## src/rtl/dlfloat16_addsub_arb.sv

```systemverilog
// Round-robin arbiter feeding one shared DLFloat16 add/sub datapath.
// Define DLF_ARB_FIXED_PRIO_EN for fixed lowest-index-wins priority.
module dlfloat16_sub (
    input  logic [15:0] a,
    input  logic [15:0] b,
    output logic [15:0] y
);
    logic              a_zero;
    logic              b_zero;
    logic              a_spec;
    logic              b_spec;
    logic              swap;
    logic              sgn_big;
    logic              eff_sub;
    logic [14:0]       big;
    logic [14:0]       sml;
    logic [5:0]        d;
    logic [4:0]        dd;
    logic [12:0]       big_sig;
    logic [12:0]       sml_sig;
    logic [26:0]       wide;
    logic [12:0]       sml_sh;
    logic [13:0]       sum;
    logic [3:0]        lz;
    logic [12:0]       norm;
    logic signed [7:0] exp_n;
    logic signed [7:0] exp_r;
    logic              up;
    logic [9:0]        man_r;

    always_comb begin
        a_zero  = a[14:9] == 6'd0;
        b_zero  = b[14:9] == 6'd0;
        a_spec  = a[14:0] == 15'h7FFF;
        b_spec  = b[14:0] == 15'h7FFF;
        swap    = b[14:0] > a[14:0];
        big     = swap ? b[14:0] : a[14:0];
        sml     = swap ? a[14:0] : b[14:0];
        // a - b: the magnitude winner carries the sign, b's sign inverted
        sgn_big = swap ? ~b[15] : a[15];
        eff_sub = a[15] == b[15];
        d       = big[14:9] - sml[14:9];
        dd      = (d > 6'd14) ? 5'd14 : d[4:0];
        big_sig = {1'b1, big[8:0], 3'b000};
        sml_sig = {1'b1, sml[8:0], 3'b000};
        wide    = {sml_sig, 14'd0} >> dd;
        sml_sh  = wide[26:14] | {12'd0, |wide[13:0]};
        if (eff_sub)
            sum = {1'b0, big_sig} - {1'b0, sml_sh};
        else
            sum = {1'b0, big_sig} + {1'b0, sml_sh};
        lz = 4'd0;
        for (int i = 0; i <= 12; i++)
            if (sum[i]) lz = 4'(12 - i);
        if (sum[13]) begin
            norm  = {sum[13:2], |sum[1:0]};
            exp_n = $signed({2'b00, big[14:9]}) + 8'sd1;
        end else begin
            norm  = sum[12:0] << lz;
            exp_n = $signed({2'b00, big[14:9]}) - $signed({4'b0000, lz});
        end
        up    = norm[2] & (norm[3] | norm[1] | norm[0]);
        man_r = {1'b0, norm[11:3]} + {9'd0, up};
        exp_r = man_r[9] ? exp_n + 8'sd1 : exp_n;
        if (a_spec || b_spec)
            y = 16'hFFFF;
        else if (a_zero && b_zero)
            y = 16'h0000;
        else if (b_zero)
            y = a;
        else if (a_zero)
            y = {~b[15], b[14:0]};
        else if (sum == 14'd0)
            y = 16'h0000;
        else if (exp_r < 8'sd1)
            y = 16'h0000;
        else if (exp_r > 8'sd63 ||
                 (exp_r == 8'sd63 && man_r[8:0] == 9'h1FF))
            y = 16'hFFFF;
        else
            y = {sgn_big, exp_r[5:0], man_r[8:0]};
    end
endmodule

module dlfloat16_addsub_arb #(
    parameter int NREQ = 4,
    parameter int IDW  = $clog2(NREQ)
) (
    input  logic                 clk,
    input  logic                 rst,
    input  logic [NREQ-1:0]      req_valid,
    output logic [NREQ-1:0]      req_ready,
    input  logic [16*NREQ-1:0]   req_a,
    input  logic [16*NREQ-1:0]   req_b,
    input  logic [NREQ-1:0]      req_op,
    output logic                 resp_valid,
    input  logic                 resp_ready,
    output logic [15:0]          resp_data,
    output logic [IDW-1:0]       resp_id
);
    logic            s1_valid;
    logic [15:0]     s1_a;
    logic [15:0]     s1_b;
    logic [IDW-1:0]  s1_id;
    logic            out_free;
    logic            s1_adv;
    logic            s1_free;
    logic            grant_any;
    logic            take;
    logic [IDW-1:0]  grant;
    logic [IDW-1:0]  idx;
    logic [15:0]     sel_a;
    logic [15:0]     sel_b;
    logic [15:0]     sel_b_eff;
    logic            sel_op;
    logic [15:0]     sub_y;
`ifndef DLF_ARB_FIXED_PRIO_EN
    logic [IDW-1:0]  last_grant;
`endif

    always_comb begin
        grant     = '0;
        grant_any = 1'b0;
        idx       = '0;
`ifdef DLF_ARB_FIXED_PRIO_EN
        for (int i = NREQ - 1; i >= 0; i--) begin
            idx = IDW'(i);
            if (req_valid[idx]) begin
                grant     = idx;
                grant_any = 1'b1;
            end
        end
`else
        for (int i = 0; i < NREQ; i++) begin
            idx = IDW'((int'(last_grant) + 1 + i) % NREQ);
            if (!grant_any && req_valid[idx]) begin
                grant     = idx;
                grant_any = 1'b1;
            end
        end
`endif
    end

    assign out_free = !resp_valid || resp_ready;
    assign s1_adv   = s1_valid && out_free;
    assign s1_free  = !s1_valid || s1_adv;
    assign take     = grant_any && s1_free && !rst;

    always_comb begin
        req_ready = '0;
        if (take) req_ready[grant] = 1'b1;
    end

    // Zero and the all-ones value keep their sign for the special checks
    assign sel_a  = req_a[{grant, 4'b0000} +: 16];
    assign sel_b  = req_b[{grant, 4'b0000} +: 16];
    assign sel_op = req_op[grant];
    assign sel_b_eff = (sel_op || sel_b == 16'h0000 || sel_b == 16'hFFFF)
                     ? sel_b : {~sel_b[15], sel_b[14:0]};

    dlfloat16_sub u_sub (
        .a (s1_a),
        .b (s1_b),
        .y (sub_y)
    );

    always_ff @(posedge clk or posedge rst) begin
        if (rst) begin
            s1_valid   <= 1'b0;
            s1_a       <= '0;
            s1_b       <= '0;
            s1_id      <= '0;
            resp_valid <= 1'b0;
            resp_data  <= '0;
            resp_id    <= '0;
        end else begin
            if (s1_free) begin
                s1_valid <= take;
                if (take) begin
                    s1_a  <= sel_a;
                    s1_b  <= sel_b_eff;
                    s1_id <= grant;
                end
            end
            if (s1_adv) begin
                resp_valid <= 1'b1;
                resp_data  <= sub_y;
                resp_id    <= s1_id;
            end else if (resp_ready) begin
                resp_valid <= 1'b0;
            end
        end
    end

`ifndef DLF_ARB_FIXED_PRIO_EN
    always_ff @(posedge clk or posedge rst) begin
        if (rst)
            last_grant <= IDW'(NREQ - 1);
        else if (take)
            last_grant <= grant;
    end
`endif
endmodule

```

## config.mk

```make
export PLATFORM = sky130hd
export DESIGN_NAME = dlfloat16_addsub_arb
export DESIGN_NICKNAME = d
export VERILOG_FILES = /design/src/rtl/dlfloat16_addsub_arb.sv
export SDC_FILE = /design/constraint.sdc
export NUM_CORES = 1
export LEC_CHECK = 0
export CAP_MARGIN = 20
export CORE_UTILIZATION = 30
export CTS_CLUSTER_SIZE = 40
export DETAILED_ROUTE_END_ITERATION = 8
export DONT_BUFFER_PORTS = 1
export PLACE_DENSITY = 0.48
export SLEW_MARGIN = 0
export SYNTH_ARGS = -nofsm -noshare
export SYNTH_HDL_FRONTEND = slang
export SYNTH_SLANG_ARGS = --single-unit
export TNS_END_PERCENT = 100
```

## constraint.sdc

```tcl
create_clock -name clk -period 22.5 [get_ports clk]
set_input_delay 4.5 -clock clk [delete_from_list [all_inputs] [get_ports clk]]
set_output_delay 4.5 -clock clk [all_outputs]
set_load 0.005 [all_outputs]
```

==> results of run 1 <==
==> layout make-up <==
type	count	area (µm²)
fill	3197	20090
multi-input combinational	1149	7207
sequential	56	1404
tap	390	488.0
inverter	59	221.5
timing repair buffer	20	150.1
clock buffer	7	142.6
clock inverter	1	7.507
antenna	1	2.502
==> synth_stat cells, drive strengths merged, types with 8 or more instances <==
cell type and instances:
xor2 12, a22oi 8, o22ai 12, dfrtp 54
o211ai 27, nand4 29, nor4 17, and3 16
a211oi 30, a21o 25, mux2i 26, nand3 44
a31oi 29, clkbuf 60, xnor2 22, ha 50
nand2b 17, o221ai 11, or3 18, o21ai 98
nor3 26, o21a 14, o31ai 10, and2 31
nand2 225, inv 58, buf 14, a21oi 86
nor2 140
==> stage by stage <==
step	hold WS [ns]	area [µm²]	utilization (%)
finish	0.4795	9623	32.38
global placement	0.4530	9463	31.84
detailed placement	0.4653	9463	31.84
floorplan	0.4414	9075	-
global route	0.5156	9623	32.38
CTS	0.4831	9613	32.35
==> worst max-delay path by stage <==
stage | start | end | slack, ns | cells after the start
after global placement | s1_a[9] | resp_data[6] | 10.21 | 44
after floorplan | req_valid[0] | req_ready[2] | 11.93 | 9
after global routing | s1_a[9] | resp_data[6] | 8.94 | 46
after CTS | s1_a[9] | resp_data[9] | 10.19 | 45
final | s1_a[9] | resp_data[9] | 9.94 | 45
after detailed placement | s1_a[9] | resp_data[5] | 10.28 | 45
==> per-layer routing <==
layer | wire length [µm] | global-route usage (%)
met4 | 667 | 4.565
met2 | 16460 | 38.32
met3 | 2476 | 2.965
met1 | 15200 | 28.85
met5 | 0 | 0
==> sequential cells by signal, indices dropped and copies added (netlist names) <==
name / flops
resp_data: 16
s1_b: 16
s1_a: 16
s1_id: 2
last_grant: 2
resp_valid: 1
resp_id: 2
s1_valid: 1
==> cells by family after synthesis <==
family / Yosys count / share of synthesized area, %
xor+xnor: 34 / 3.281
fa+ha+maj: 52 / 7.335
mux: 33 / 3.736
flops: 56 / 15.47
compound gates: 435 / 33.27
simple gates: 595 / 31.21
buf+inv: 133 / 5.694
==> worst reg2reg max path: cells and delay by family, from the launching register on <==
family | cells | cell delay (ns)
simple gates | 14 | 3.18
compound gates | 21 | 6.14
flops | 1 | 0.52
xor+xnor | 1 | 0.16
buf+inv | 4 | 0.55
fa+ha+maj | 5 | 1.98
==> flow_summary_export.csv, run 1 <==
group,metric,value,unit
outcome,outcome,"finished, final reports clean",
floorplan,ios,162,
detailed_routing,vias,10130,
floorplan,core_area,29720,µm²
sta,max_freq,79.62,MHz
clock_network,clk_path_buf_depth,2,
detailed_routing,dr.pass1.iters,7,
detailed_routing,drc,0,
clock_network,cts_setup_buffers,0,
detailed_routing,postRouteAntennaNets,0,
clock_network,clock_sinks,56,
global_route,grt_usage,22.05,%
critical_path,arrival,12.79,ns
floorplan,start_util,30.54,%
hold_path,min_path_cells,1,
sta,worst_slack,9.941,ns
synth,synth-edff-count,0,
global_route,grt_pass1_wl,53620,µm
detailed_routing,wl_per_cell,20.68,µm
critical_path,r2r_slack,9.94,ns
critical_path,critPathLaunchType,"register",
detailed_routing,viasPerCell,6.016,
critical_path,rr_endpoint,"resp_data[9]",
sta,final_hold_viol_count,0,
global_route,grt_overflow,0,
cells_and_area,final_cells,1683,
critical_path,cpPeakStageDelay,0.83,ns
hold_path,hold_end,"resp_valid",
critical_path,crit_path_end_kind,"register",
detailed_routing,drtIter0Drc,1009,
critical_path,crit_family,"compound AO/OA/AOI/OAI gates",
synth,syn_area,9075,µm²
synth,syn_avg_cell_area,6.782,µm²
placement,placedCellCount,1673,
clock_network,cts_root_buffer,"clkbuf_16",
global_route,antenna_found_initial,1,
critical_path,critPathMaxFanout,40,
clock_network,ctsResizeCount,0,
synth,ys_seq_elements,56,
cells_and_area,mostFrequentLayoutCell,"nand2_1",
placement,port-buffer-count,0,
placement,dp_worst_setup_slack,10.28,ns
clock_network,clk_pin_slew,0.08,ns
synth,synthDominantCellAreaShare,14.89,%
critical_path,ff2ff_path_depth,45,
synth,seq_area_frac_synth,15.47,%
critical_path,required,22.73,ns
sta,slew_viol_final,0,
synth,synth_area_leaders,"dfrtp_1 (15%), nand2_1 (9.3%), ha_1 (6.9%)",
sta,rsz0062_at_grt,"no",
synth,ys_warn_count,0,
synth,synth.net_count,1529,
sta,setup_viol,0,
critical_path,slowest_stage,"a21oi_1",
job,maxCapViolCount,0,
sta,setup-tns-final,0,ns
clock_network,cts_hold_buf,0,
sta,period_share,55.82,%
synth,synth_cell_types,96,
clock_network,clk_latency,0.30,ns
critical_path,rr_startpoint,"s1_a[9]",
floorplan,die_h,175.9,µm
global_route,grt_max_degree,65,
floorplan,die_width,175.9,µm
cells_and_area,fin_nets,1482,
hold_path,hold_start,"s1_valid",
synth,ys_async_sr_fraction,100.0,%
synth,synthCells,1338,
cells_and_area,area_growth,6.039,%
cells_and_area,drive_above_1_share,6.347,%
critical_path,critPathKind,"reg -> reg",
floorplan,dieArea,30950,µm²
sta,layout_min_cycle_time,12.56,ns
clock_network,cts_made_buffers,5,
hold_path,hold_class,"reg -> reg",
sta,tightestPinTransition,1.067,ns
sta,finalClockSkew,0.005748,ns
clock_network,cts_tree,"yes",
floorplan,rows,63,
cells_and_area,layout_common_cells,"nand2_1 (225), nor2_1 (140), o21ai_0 (86)",
synth,synth_top_area_cell,"dfrtp_1",
placement,dp_hpwl,27660,µm
critical_path,crit_top_cell,"a21oi_1",
critical_path,crit_buf_inv,4,
clock_network,htree_levels,2,
synth,synth_ff_type,"dfrtp_1",
detailed_routing,wirelength,34800,µm
sta,slew_headroom,28.89,%
placement,gp_congestion,0.9257,
global_route,grt_pass1_vias,9347,
Power of run 1 is left out: the tool's default activity adds up to more than one toggle a clock period on the data nets, which glitch-free logic cannot reach.
==> run 2: changes to the inputs <==
--- a/config.mk
+++ b/config.mk
@@ -5,6 +5,7 @@
 export SDC_FILE = /design/constraint.sdc
 export NUM_CORES = 1
 export LEC_CHECK = 0
+export ABC_AREA = 1
 export CAP_MARGIN = 20
 export CORE_UTILIZATION = 30
 export CTS_CLUSTER_SIZE = 40
==> constraint.sdc (replaced) <==
create_clock -name clk -period 12.95 [get_ports clk]
set_input_delay 2.59 -clock clk [delete_from_list [all_inputs] [get_ports clk]]
set_output_delay 2.59 -clock clk [all_outputs]
set_load 0.005 [all_outputs]
==> run 2 against run 1 <==
Effect of this change:
- final cell count rose by 1.9%
- worst setup slack got worse by 7.1 ns
- synthesized area fell by 8.4%
- register-to-register slack got worse by 7.1 ns
- final area fell by 9.1%
==> flow_summary_export.csv, run 2 <==
group,metric,value,unit
outcome,outcome,"finished, final reports clean",
floorplan,core_area,27100,µm²
sta,final_hold_viol_count,0,
synth,synth_cell_types,61,
clock_network,clk_pin_slew,0.08,ns
cells_and_area,postLayoutCellArea,8743,µm²
global_route,grt_pass1_vias,8172,
detailed_routing,dr.pass1.iters,8,
hold_path,hold_class,"reg -> reg",
sta,max_freq,99.34,MHz
clock_network,cts_hold_buf,0,
sta,finalClockSkew,0.01234,ns
cells_and_area,fin_nets,1533,
cells_and_area,area_growth,5.146,%
floorplan,dieArea,28390,µm²
detailed_routing,drc,0,
synth,synth_area_leaders,"nand2_1 (20%), dfrtp_1 (16%), nand3_1 (8.8%)",
synth,synth_top_area_cell,"nand2_1",
synth,synthDominantCellAreaShare,19.68,%
cells_and_area,top_regs,"resp_data: 16 flops, s1_a: 16 flops, s1_b: 16 flops",
critical_path,critPathLaunchType,"register",
placement,postPlaceCellArea,8568,µm²
synth,synthTopCellsByCount,"nand2_1 (436), inv_1 (149), nand3_1 (147)",
clock_network,cts_setup_buffers,0,
synth,synth-edff-count,0,
clock_network,cts_tree,"yes",
critical_path,critPathMaxFanout,50,
synth,ys_async_sr_fraction,100.0,%
clock_network,clk_path_buf_depth,2,
sta,worst_slack,2.883,ns
critical_path,arrival,10.30,ns
cells_and_area,diodes,0,
cells_and_area,mostFrequentLayoutCell,"nand2_1",
synth,synthCells,1380,
sta,period_share,77.73,%
sta,rsz0062_at_grt,"no",
detailed_routing,vias,8655,
cells_and_area,layout_common_cells,"nand2_1 (436), inv_1 (148), nand3_1 (147)",
floorplan,start_util,30.68,%
clock_network,clk_latency,0.30,ns
detailed_routing,postRouteAntennaNets,0,
floorplan,rows,60,
placement,gp_congestion,0.9172,
sta,slew_viol_final,0,
global_route,grt_pass1_wl,43950,µm
critical_path,crit_top_cell,"nand2_1",
sta,setup-tns-final,0,ns
synth,syn_avg_cell_area,6.026,µm²
synth,yosysMostFrequentCell,"nand2_1",
sta,layout_min_cycle_time,10.07,ns
floorplan,die_width,168.5,µm
global_route,grt_max_degree,58,
placement,dp_worst_setup_slack,2.984,ns
synth,ys_warn_count,0,
sta,setup_viol,0,
global_route,antenna_found_initial,0,
synth,syn_area,8315,µm²
detailed_routing,viasPerCell,5.047,
job,maxCapViolCount,0,
global_route,grt_usage,19.41,%
clock_network,htree_levels,2,
floorplan,ios,162,
sta,slew_headroom,25.43,%
placement,dp_hpwl,22510,µm
critical_path,required,13.18,ns
critical_path,crit_path_end_kind,"register",
sta,tightestPinTransition,1.119,ns
clock_network,clock_sinks,56,
detailed_routing,wirelength,27750,µm
global_route,grt_overflow,0,
detailed_routing,drtIter0Drc,639,
critical_path,critPathKind,"reg -> reg",
critical_path,slowest_stage,"o21ai_2",
cells_and_area,drive_above_1_share,8.786,%
placement,port-buffer-count,0,
floorplan,die_h,168.5,µm
synth,synth.net_count,1571,
synth,seq_area_frac_synth,16.88,%
critical_path,cpPeakStageDelay,0.63,ns
clock_network,ctsResizeCount,0,
detailed_routing,wl_per_cell,16.18,µm
synth,synth_ff_type,"dfrtp_1",
clock_network,cts_root_buffer,"clkbuf_16",
synth,ys_seq_elements,56,
clock_network,cts_made_buffers,5,
[run 2: cell count changes in the layout (fill, tap and decap cells not counted), moves of 23 or more]
cell	before	now
a21o_1	25	2
inv_1	56	148
a31oi_1	28	2
a211oi_1	27	0
o211ai_1	26	3
mux2i_1	26	3
nor2_1	140	85
a21oi_1	82	44
nand3_1	42	147
nand2_1	225	436
and2_1	29	2
nand2_2	0	30
[run 2: per-layer routing]
layer  global-route usage [%]  share of wire, %  up-vias
met3                    1.239               4.0       42
met5                        0                 0        -
met1                    25.09                46     3842
met4                    7.787               3.5        0
li1                         -                 -     4495
met2                    33.66                47      276
[run 2: cell families (layout without fill, tap and decap cells)]
logic type	count (synthesis)	after routing	synth area share [%]
XOR/XNOR	23	23	2.423
buffers and inverters	220	183	10.95
flip-flops	56	56	16.88
AO/OA/AOI/OAI	217	217	16.55
multiplexers	3	3	0.3611
AND/OR/NAND/NOR	809	809	44.82
adder cells (fa/ha/maj)	52	52	8.005
[run 2: path summary, 6_finish.rpt]
path	from	endpoint	slack (ns)	depth (start not counted)
worst max-delay path	s1_a[13]	resp_data[6]	2.88	64
worst min-delay path	s1_valid	resp_valid	0.48	2
worst max register to register	s1_a[13]	resp_data[6]	2.88	64
max in group asynchronous	rst	s1_a[12]	10.05	2
worst min register to register	s1_valid	resp_valid	0.48	2
min in group asynchronous	rst	resp_id[0]	2.37	2
[run 2: stage by stage]
step | utilization [%] | hold WS [ns] | instances
final | 32.26 | 0.4803 | 1715
after CTS | 32.15 | 0.4817 | 1713
after detailed placement | 31.62 | 0.4763 | 1705
after global routing | 32.26 | 0.5100 | 1715
after floorplan | - | 0.4477 | 1380
after global placement | 31.56 | 0.4679 | 1704
[run 2: cell type report]
| type | instances | area (µm²) |
|---|---|---|
| repair buffers | 7 | 75.07 |
| multi-input cells | 1104 | 6023 |
| clock buffers | 6 | 128.9 |
| clock inverters | 2 | 16.27 |
| well taps | 372 | 465.4 |
| inverters | 168 | 630.6 |
| fillers | 3012 | 18360 |
| flip-flops and latches | 56 | 1404 |
[run 2: worst max-delay path, delay by kind of cell (launching register included)]
| family | cells | cell delay [ns] |
|---|---|---|
| and+or+nand+nor | 39 | 4.72 |
| AOI/OAI and AO/OA | 10 | 1.89 |
| adders and majority gates | 4 | 1.25 |
| buffers and inverters | 8 | 0.99 |
| xor gates and xnor gates | 3 | 0.67 |
| DFF | 1 | 0.47 |
Power of run 2 is left out for the same reason.
==> run 3: changes to the inputs <==
--- a/config.mk
+++ b/config.mk
@@ -11,7 +11,7 @@
 export CTS_CLUSTER_SIZE = 40
 export DETAILED_ROUTE_END_ITERATION = 8
 export DONT_BUFFER_PORTS = 1
-export PLACE_DENSITY = 0.48
+export PLACE_DENSITY = 0.49
 export SLEW_MARGIN = 0
 export SYNTH_ARGS = -nofsm -noshare
 export SYNTH_HDL_FRONTEND = slang
==> constraint.sdc (replaced) <==
create_clock -name clk -period 8.95 [get_ports clk]
set_input_delay 1.79 -clock clk [delete_from_list [all_inputs] [get_ports clk]]
set_output_delay 1.79 -clock clk [all_outputs]
set_load 0.005 [all_outputs]
==> run 3 against run 2 <==
Effect of this change:
- worst setup slack got worse by 2.2 ns
- non-clock buffer count increased by 55
- critical path depth unchanged
- utilization increased by 2.4 points
- count of clock-buffer cells in the layout unchanged
- wire length increased by 3.8%
- via count increased by 5.5%
- register-to-register slack got worse by 2.2 ns
- sequential share of layout area decreased by 1.1 points
- critical endpoint unchanged
==> flow_summary_export.csv, run 3 (synthesis gave the netlist of run 2 again) <==
group,metric,value,unit
outcome,outcome,"finished, final reports clean",
critical_path,crit_start,"s1_a[5]",
placement,dp_worst_setup_slack,-0.1757,ns
cells_and_area,layout_common_cells,"nand2_1 (434), inv_1 (146), nand3_1 (146)",
floorplan,die_h,168.5,µm
clock_network,clk_path_buf_depth,2,
critical_path,arrival,8.41,ns
critical_path,ff2ff_path_depth,64,
sta,period_share,92.28,%
clock_network,cts_root_buffer,"clkbuf_16",
sta,tightestPinTransition,1.075,ns
global_route,grt_max_degree,58,
sta,slew_headroom,28.32,%
cells_and_area,mostFrequentLayoutCell,"nand2_1",
critical_path,cpPeakStageDelay,0.44,ns
critical_path,required,9.11,ns
global_route,grt_pass1_vias,8349,
clock_network,cts_made_buffers,5,
detailed_routing,dr.pass1.iters,5,
job,maxCapViolCount,0,
critical_path,slowest_stage,"dfrtp_1",
sta,setup-tns-final,0,ns
critical_path,r2r_slack,0.69,ns
floorplan,start_util,30.68,%
detailed_routing,drtIter0Drc,627,
clock_network,cts_tree,"yes",
global_route,grt_usage,19.72,%
sta,final_hold_viol_count,0,
floorplan,rows,60,
sta,layout_min_cycle_time,8.259,ns
placement,dp_hpwl,23680,µm
sta,worst_slack,0.6906,ns
detailed_routing,drc,0,
detailed_routing,wl_per_cell,16.22,µm
hold_path,hold_class,"reg -> reg",
clock_network,clk_pin_slew,0.08,ns
critical_path,critPathLaunchType,"register",
critical_path,rr_endpoint,"resp_data[6]",
cells_and_area,drive_above_1_share,14.20,%
placement,port-buffer-count,0,
critical_path,crit_top_cell,"nand2_1",
critical_path,critPathKind,"reg -> reg",
sta,slew_viol_final,0,
global_route,grt_overflow,0,
critical_path,endpoint,"resp_data[6]",
floorplan,dieArea,28390,µm²
detailed_routing,vias,9132,
hold_path,hold_start,"s1_valid",
clock_network,cts_hold_buf,0,
global_route,grt_pass1_wl,44470,µm
detailed_routing,postRouteAntennaNets,0,
cells_and_area,top_regs,"resp_data: 16 flops, s1_a: 16 flops, s1_b: 16 flops",
detailed_routing,wirelength,28790,µm
sta,finalClockSkew,0.007777,ns
critical_path,crit_path_end_kind,"register",
clock_network,htree_levels,2,
critical_path,rr_startpoint,"s1_a[5]",
detailed_routing,viasPerCell,5.145,
floorplan,core_area,27100,µm²
sta,max_freq,121.1,MHz
floorplan,die_width,168.5,µm
floorplan,ios,162,
clock_network,clock_sinks,56,
clock_network,clk_latency,0.30,ns
global_route,antenna_found_initial,2,
cells_and_area,area_growth,13.12,%
placement,gp_congestion,0.9297,
cells_and_area,fin_nets,1591,
sta,setup_viol,0,
critical_path,critPathMaxFanout,15,
## run 3: changes by cell type in the layout (fill, tap and decap cells not counted), sizes merged
cell      change
bufinv        +1
clkinvlp      -1
buf          +55
nor2          +1
nand3         +2
diode         +2
inv           +2
clkinv        -2
## run 3: layout make-up
type / count / area [µm²]
antenna: 2 / 5.005
clock buffer: 6 / 128.9
clock inverter: 2 / 38.79
fill: 3001 / 17690
inverter: 168 / 635.6
multi-input combinational: 1107 / 6236
sequential: 56 / 1408
tap: 372 / 465.4
timing repair buffer: 62 / 489.2
## run 3: layer usage
metal	track usage, %	vias up	wire [µm]
li1	-	4621	-
met1	24.62	4156	12410
met2	35.54	304	14180
met3	1.099	51	1148
met4	7.628	0	1055
met5	0	-	0
## run 3: worst max-delay path, delay by kind of cell (launching register included)
family	cells	cell delay (ns)
simple gates	43	4.49
fa+ha+maj	4	1.23
xor+xnor	1	0.13
flops	1	0.44
buf+inv	8	0.88
compound gates	8	0.94
## run 3: worst min-delay path by stage
stage / to / cells after the start
floorplan: resp_valid / 2
global placement: resp_valid / 2
detailed placement: resp_valid / 2
CTS: resp_valid / 2
global route: resp_valid / 2
finish: resp_valid / 2
## run 3: repair_timing
| action | in CTS | in global routing |
|---|---|---|
| resized for setup | 5 | 39 |
| pin swaps | 0 | 11 |
| endpoints found under the setup margin | 15 | 16 |
| cloned | 0 | 3 |
| buffers inserted | 1 | 22 |
## run 3: stage by stage
stage	hold WS (ns)	util, %	cells	area (µm²)
floorplan	0.4477	-	1380	8315
global placement	0.4708	32.50	1738	8808
detailed placement	0.4968	32.56	1739	8823
CTS	0.5114	33.30	1748	9024
global route	0.5496	34.71	1775	9407
finish	0.5021	34.71	1775	9407
Power of run 3 is left out for the same reason.
